## config.mk

```make
export PLATFORM = sky130hd
export DESIGN_NAME = i2c_master_ctrl
export DESIGN_NICKNAME = d
export VERILOG_FILES = /design/src/rtl/i2c_master_ctrl.sv
export SDC_FILE = /design/constraint.sdc
export NUM_CORES = 1
export LEC_CHECK = 0
export CORE_UTILIZATION = 57
export CTS_BUF_LIST = sky130_fd_sc_hd__clkbuf_4
export DETAILED_ROUTE_END_ITERATION = 8
export PLACE_DENSITY = 0.95
export RECOVER_POWER = 50
export SLEW_MARGIN = 15
export SYNTH_ARGS = -nofsm -noshare
export SYNTH_HDL_FRONTEND = slang
export SYNTH_SLANG_ARGS = --single-unit
export TNS_END_PERCENT = 1
```

## constraint.sdc

```tcl
create_clock -name clk -period 4.1 [get_ports clk]
set_input_delay 0.82 -clock clk [delete_from_list [all_inputs] [get_ports clk]]
set_output_delay 0.82 -clock clk [all_outputs]
set_load 0.005 [all_outputs]
```

## src/rtl/i2c_master_ctrl.sv

```systemverilog
// I2C master sequencing controller: SCL generation, phase sequencing,
// SDA direction and host status for 1-8 byte read/write bursts.
module i2c_master_ctrl #(
    parameter int CLK_DIV = 4
) (
    input  logic       clk,
    input  logic       resetN,
    input  logic       start,
    input  logic       rw,
    input  logic [2:0] nbytes,
    input  logic       sda_in,
    output logic       i2c_scl,
    output logic       i2c_scl_en,
    output logic       i2c_write_en,
    output logic [7:0] state,
    output logic [3:0] count,
    output logic       busy,
    output logic       done,
    output logic       ack_err,
    output logic       data_req,
    output logic       rd_valid
);

    typedef enum logic [7:0] {
        ST_IDLE        = 8'd0,
        ST_START       = 8'd1,
        ST_ADDRESS     = 8'd2,
        ST_READ_ACK    = 8'd3,
        ST_WRITE_DATA  = 8'd4,
        ST_READ_ACK2   = 8'd5,
        ST_READ_DATA   = 8'd6,
        ST_WRITE_ACK2  = 8'd7,
        ST_STOP        = 8'd8
    } state_t;

    localparam int DW = $clog2(CLK_DIV);
    localparam int FW = $clog2(2 * CLK_DIV);
    localparam logic [DW-1:0] DIV_LAST  = DW'(CLK_DIV - 1);
    localparam logic [FW-1:0] FREE_LAST = FW'(2 * CLK_DIV - 1);

    state_t      st_q;
    state_t      st_d;
    logic [3:0]  cnt_q;
    logic [3:0]  cnt_d;
    logic        rw_q;
    logic        rw_d;
    logic [2:0]  left_q;
    logic [2:0]  left_d;
    logic        busy_d;
    logic        done_d;
    logic        ack_d;
    logic        req_d;
    logic        rdv_d;

    logic [DW-1:0] div_q;
    logic [FW-1:0] free_q;
    logic          scl_q;
    logic          scl_on;
    logic          wen;
    logic          wrap;
    logic          rise;
    logic          free_tick;
    logic          tick;

    always_comb begin
        scl_on = 1'b0;
        wen    = 1'b0;
        unique case (st_q)
            ST_START, ST_STOP: begin
                wen = 1'b1;
            end
            ST_ADDRESS, ST_WRITE_DATA, ST_WRITE_ACK2: begin
                scl_on = 1'b1;
                wen    = 1'b1;
            end
            ST_READ_ACK, ST_READ_ACK2, ST_READ_DATA: begin
                scl_on = 1'b1;
            end
            default: begin
                scl_on = 1'b0;
                wen    = 1'b0;
            end
        endcase
    end

    assign wrap      = scl_on && (div_q == DIV_LAST);
    assign rise      = wrap && !scl_q;
    assign free_tick = !scl_on && (free_q == FREE_LAST);
    assign tick      = rise || free_tick;

    // The free counter paces START/STOP/IDLE while SCL is parked high.
    always_ff @(posedge clk or negedge resetN) begin
        if (!resetN) begin
            div_q  <= '0;
            free_q <= '0;
            scl_q  <= 1'b1;
        end else if (scl_on) begin
            free_q <= '0;
            if (wrap) begin
                div_q <= '0;
                scl_q <= ~scl_q;
            end else begin
                div_q <= div_q + DW'(1);
            end
        end else begin
            div_q  <= '0;
            scl_q  <= 1'b1;
            free_q <= free_tick ? '0 : free_q + FW'(1);
        end
    end

    always_comb begin
        st_d   = st_q;
        cnt_d  = cnt_q;
        rw_d   = rw_q;
        left_d = left_q;
        busy_d = busy;
        ack_d  = ack_err;
        done_d = 1'b0;
        req_d  = 1'b0;
        rdv_d  = 1'b0;

        if (st_q == ST_IDLE && !busy && start) begin
            rw_d   = rw;
            left_d = nbytes;
            busy_d = 1'b1;
            ack_d  = 1'b0;
        end

        if (tick) begin
            unique case (st_q)
                ST_IDLE: begin
                    if (busy) st_d = ST_START;
                end
                ST_START: begin
                    st_d  = ST_ADDRESS;
                    cnt_d = 4'd7;
                end
                ST_ADDRESS: begin
                    if (cnt_q == 4'd0) st_d = ST_READ_ACK;
                    else               cnt_d = cnt_q - 4'd1;
                end
                ST_READ_ACK: begin
                    if (sda_in) begin
                        ack_d = 1'b1;
                        st_d  = ST_STOP;
                        cnt_d = 4'd0;
                    end else begin
                        st_d  = rw_q ? ST_READ_DATA
                                     : ST_WRITE_DATA;
                        cnt_d = 4'd7;
                    end
                end
                ST_WRITE_DATA: begin
                    if (cnt_q == 4'd0) st_d = ST_READ_ACK2;
                    else               cnt_d = cnt_q - 4'd1;
                end
                ST_READ_ACK2: begin
                    if (sda_in) begin
                        ack_d = 1'b1;
                        st_d  = ST_STOP;
                        cnt_d = 4'd0;
                    end else begin
                        left_d = left_q - 3'd1;
                        if (left_q != 3'd0) begin
                            st_d  = ST_WRITE_DATA;
                            cnt_d = 4'd7;
                            req_d = 1'b1;
                        end else begin
                            st_d  = ST_STOP;
                            cnt_d = 4'd0;
                        end
                    end
                end
                ST_READ_DATA: begin
                    if (cnt_q == 4'd0) begin
                        st_d  = ST_WRITE_ACK2;
                        rdv_d = 1'b1;
                        cnt_d = (left_q == 3'd0) ? 4'd0 : 4'd1;
                    end else begin
                        cnt_d = cnt_q - 4'd1;
                    end
                end
                ST_WRITE_ACK2: begin
                    left_d = left_q - 3'd1;
                    if (left_q != 3'd0) begin
                        st_d  = ST_READ_DATA;
                        cnt_d = 4'd7;
                    end else begin
                        st_d  = ST_STOP;
                        cnt_d = 4'd0;
                    end
                end
                ST_STOP: begin
                    st_d   = ST_IDLE;
                    cnt_d  = 4'd0;
                    busy_d = 1'b0;
                    done_d = 1'b1;
                end
                default: begin
                    st_d   = ST_IDLE;
                    cnt_d  = 4'd0;
                    busy_d = 1'b0;
                end
            endcase
        end
    end

    always_ff @(posedge clk or negedge resetN) begin
        if (!resetN) begin
            st_q     <= ST_IDLE;
            cnt_q    <= 4'd0;
            rw_q     <= 1'b0;
            left_q   <= 3'd0;
            busy     <= 1'b0;
            done     <= 1'b0;
            ack_err  <= 1'b0;
            data_req <= 1'b0;
            rd_valid <= 1'b0;
        end else begin
            st_q     <= st_d;
            cnt_q    <= cnt_d;
            rw_q     <= rw_d;
            left_q   <= left_d;
            busy     <= busy_d;
            done     <= done_d;
            ack_err  <= ack_d;
            data_req <= req_d;
            rd_valid <= rdv_d;
        end
    end

    assign state        = st_q;
    assign count        = cnt_q;
    assign i2c_scl      = scl_q;
    assign i2c_scl_en   = scl_on;
    assign i2c_write_en = wen;

endmodule
```

## Word-level counts from Yosys, hierarchy flattened

Cells that the tools add are included.

- Add/sub/neg operators: 4
- Multiply operators: 0
- Divide/modulo/power cells: 0
- Order comparisons: 0
- Eq/ne operators: 16
- Shift-type cells: 0
- Mux-type cells: 45
- Bitwise operators: 2
- Reductions and logical operators: 20

Operators with widths:

| cell | count |
|---|---|
| one-hot mux 8 bit (8 select lines) | 1 |
| equality test 8 x 3 -> 1 bit (second input constant) | 4 |
| 2-to-1 mux 8 bit | 4 |
| one-hot mux 4 bit (7 select lines) | 1 |
| 2-to-1 mux 3 bit | 8 |
| 2-to-1 mux 4 bit | 6 |
| 2-to-1 mux 1 bit | 21 |
| equality test 8 x 2 -> 1 bit (second input constant) | 2 |
| inequality test 2 bit (second input constant) | 5 |
| equality test 8 x 1 -> 1 bit (second input constant) | 1 |
| equality test 8 x 4 -> 1 bit (second input constant) | 1 |
| logical NOT 8 bit | 1 |
| OR reduction 8 bit | 1 |
| 2-to-1 mux 2 bit | 3 |
| one-hot mux 3 bit (2 select lines) | 1 |
| OR reduction 6 bit | 1 |
| logical AND 1 bit | 5 |
| AND reduction 5 bit | 1 |
| OR reduction 5 bit | 1 |
| logical NOT 4 bit | 1 |
| OR reduction 2 bit | 2 |
| subtractor 4 x 1 -> 4 bit (second input constant) | 1 |
| adder 3 x 1 -> 3 bit (second input constant) | 1 |
| equality test 3 bit (second input constant) | 1 |
| 10 further kinds | 13 |

- Bits in registers: 27
- Latch bits: 0
- RAM bits: 0
- Bits in read-only memories: 0
- Memories kept: 0

## Longest topological paths before layout

- Word-level depth: 7
- Mapped depth: 7
- Depth with buffers taken out: 7

## Worst setup path after synthesis

OpenSTA, ideal clock, no wires.

- Path kind: register -> output
- From: reg st_q[2] (netlist: state[2])
- To: out i2c_write_en
- Data arrival time: 1.171 ns
- Path slack: 2.109 ns
- Stages on the path, launching flop included: 4
- Path buffers: 0
- Cell sequence: dfrtp_1 or2_2 or3_1 o21ai_0

- Cells in the longest elaborated chain, start to end: 3

RTL lines:

| what | RTL line | text |
|---|---|---|
| start: declaration | 41 | `state_t st_q;` |
| start signal: assignment | 221 | `st_q <= st_d;` |
| equality test 8 x 3 -> 1 bit, or another cell as far along | 68 | `unique case (st_q)` |
| OR reduction 5 bit (no line) * | n/a |  |
| 2-to-1 mux 1 bit * | 68 |  |
| end: declaration | 14 | `output logic i2c_write_en,` |

Every way passes the cells marked *; elsewhere a longest branch is shown, timed or not.

## Worst setup path in the final report

Same ends and word-level chain as after synthesis.

==> flow_summary.ini <==
[yosys]
synthArstFlopShare_pct = 100
synth_edf_count = 0
synth_top_area_cell = dfrtp_1
netlist_area_mm2 = 0.00139
synth_area_leaders = dfrtp_1 40%, ha_1 6.3%, o21ai_0 5.4%
synth_top_area_share_pct = 39.6
yosys_warnings = 0
ys_seq_area_share_pct = 41.5
syn_inst = 150
synth_seq_cells = 23
synth_flop_cell = dfrtp_1
synth_area_per_cell_um2 = 9.27
yosysUniqueCellTypes = 46

[drt]
ant_nets = 0
wl_mm = 3.07
viasPerCell = 6.04
drtIter0Drc = 37
firstDrtPassIters = 5
routedWlPerCell_um = 15.4
drc = 0
vias = 1202

[hold_path]
min_path_type = flop to flop
min_to = div_q[0]$_DFF_PN0_
hold_start = div_q[0]$_DFF_PN0_
hold_depth = 1

[critical_path]
path_class = flop to output port
start_kind = flop
reg2reg_depth = 7
required_ns = 3.28
r2r_slack_ns = 1.98
path_cells = or2_2 > or3_1 > o21ai_0 > clkdlybuf4s50_1
crit_path_top_delay_cell = dfrtp_1
end_kind = output port
slowest_delay_ns = 0.58
crit_start = state[2]$_DFFE_PN0P_
rr_startpoint = count[0]$_DFFE_PN0P_
crit_arrival_ns = 2.28
path_max_fanout = 17
timing.rr.end = count[3]$_DFFE_PN0P_

[layout]
multiInputGateArea_um2 = 736
area_delta_synth_final_pct = 17.1
stdcell_count = 199
register_area_um2 = 577
final_area_mm2 = 0.00163
drive_gt1_share_pct = 7.60
layout.nets = 187
fillerInstances = 181
diodes = 0
utilization_pct = 72.2

[placed_design]
post-dp-hpwl_mm = 2.32
gp_congestion = 0.870
dp_cells = 195
place_area_mm2 = 0.00160
dp_slack_ns = 1.38
port_buffers = 23

[timing]
clock_skew_ns = 0.00368
setup_ws_ns = 0.997
tns_ns = 0
hold_ws_ns = 0.459
fmax_mhz = 322
slew_viol_final = 0
finalHoldViolCount = 0
timing.final.crit_share_pct = 75.7
setup-violations-final = 0
tightest_slew_ns = 1.19
slew_headroom_pct = 20.9
fin_crit_ns = 3.10
rsz0062_at_grt = no

[pwr]
p_per_area_mw_per_mm2 = 616
p_leak_nw = 0.711
ir_drop_mv = 0.416
p_total_mw = 1.00

[floorplan]
row_count = 17
die_h_um = 51.4
io_pins = 28
core_mm2 = 0.00225
start_util_pct = 61.7
dieArea_mm2 = 0.00264
die_x_um = 51.4

[grt]
grt_usage_pct = 26.8
grt_pass1_wl_mm = 5.10
grt_max_degree = 24
grt-ovfl-total = 0
antenna_found_initial = 0
grt_pass1_vias = 1105

[clocking]
htree_levels = 1
root_buffer = clkbuf_4
clk_latency_ns = 0.32
cts_buffers = 3
clock-sinks = 23
postCtsSetupBuffers = 0
cts_buffer_depth = 2
cts-resized-gates = 0
clkTransAtPathRegs_ns = 0.12
cts_tree = done
cts_hold_buf = 0

[outcome]
status = finished clean

[flow_run]
drv_cap = 0
sequential cells by signal, summed over array words and instances (netlist names):
register,cells
count,4
state,4
free_q,3
left_q,3
div_q,2
ack_err,1
busy,1
data_req,1
done,1
i2c_scl,1
rd_valid,1
rw_q,1
synthesized netlist by cell type (3+ instances only):
master / instances
a21boi_0: 3
and2_1: 3
buf_4: 5
dfrtp_1: 22
ha_1: 7
inv_1: 7
nand2_1: 17
nand3_1: 8
nor2_1: 10
nor2b_1: 4
nor3_1: 4
nor3b_1: 3
o211ai_1: 4
o21ai_0: 15
worst max-delay path, delay by kind of cell (launching register included):
family,cells,cell delay [ns]
AO/OA/AOI/OAI,1,0.10
AND/OR/NAND/NOR,2,0.75
buffers and inverters,1,0.53
flip-flops,1,0.58
how the worst max path moves through the flow:
stage / endpoint / slack (ns) / depth (start not counted)
after global routing: i2c_write_en / 0.91 / 4
final: i2c_write_en / 1.0 / 4
after detailed placement: i2c_write_en / 1.38 / 4
after floorplan: i2c_write_en / 2.11 / 3
after global placement: i2c_write_en / 1.44 / 4
after CTS: i2c_write_en / 1.02 / 4
cell type report:
type | instances | share of cell area [%]
multi-input cells | 114 | 45.2
well taps | 28 | 2.15
inverters | 7 | 1.61
repair buffers | 23 | 13.8
flip-flops and latches | 23 | 35.4
clock buffers | 4 | 1.84
where the power goes:
group          total, mW  switching, mW  leakage, nW  internal (mW)
clock network      0.115         0.0702       0.0184         0.0448
registers          0.395         0.0940        0.286          0.301
logic              0.492          0.239        0.407          0.253
total               1.00          0.404        0.711          0.599
cell families (layout without fill, tap and decap cells):
kind of cell,Yosys count,in the layout,share of synthesized area (%)
compound gates,33,33,15.9
fa+ha+maj,7,7,6.30
mux,3,3,2.61
simple gates,64,64,25.1
flops,23,23,41.5
buf+inv,16,34,6.39
xor+xnor,3,3,1.89
other cells,1,4,0.270
routing by layer:
metal	track usage, %	share of wire [%]	wire (µm)	up-vias
li1	-	-	-	562
met5	0	0	0	-
met3	4.46	6.5	200	7
met4	8.11	2.0	60	0
met2	48.3	52	1600	48
met1	32.1	39	1210	585
cell usage in the layout, fill, tap and decap left out, types with 3 or more instances in the layout:
cell             count
ha_1                 7
nor2_1              10
conb_1               4
nor3_1               4
inv_1                7
clkbuf_4             4
o211ai_1             4
o21ai_0             15
dfrtp_1             22
clkdlybuf4s50_1     22
nor3b_1              3
nand2_1             17
nor2b_1              4
nand3_1              8
a21boi_0             3
No activity file was read; power rests on OpenSTA's default activity.
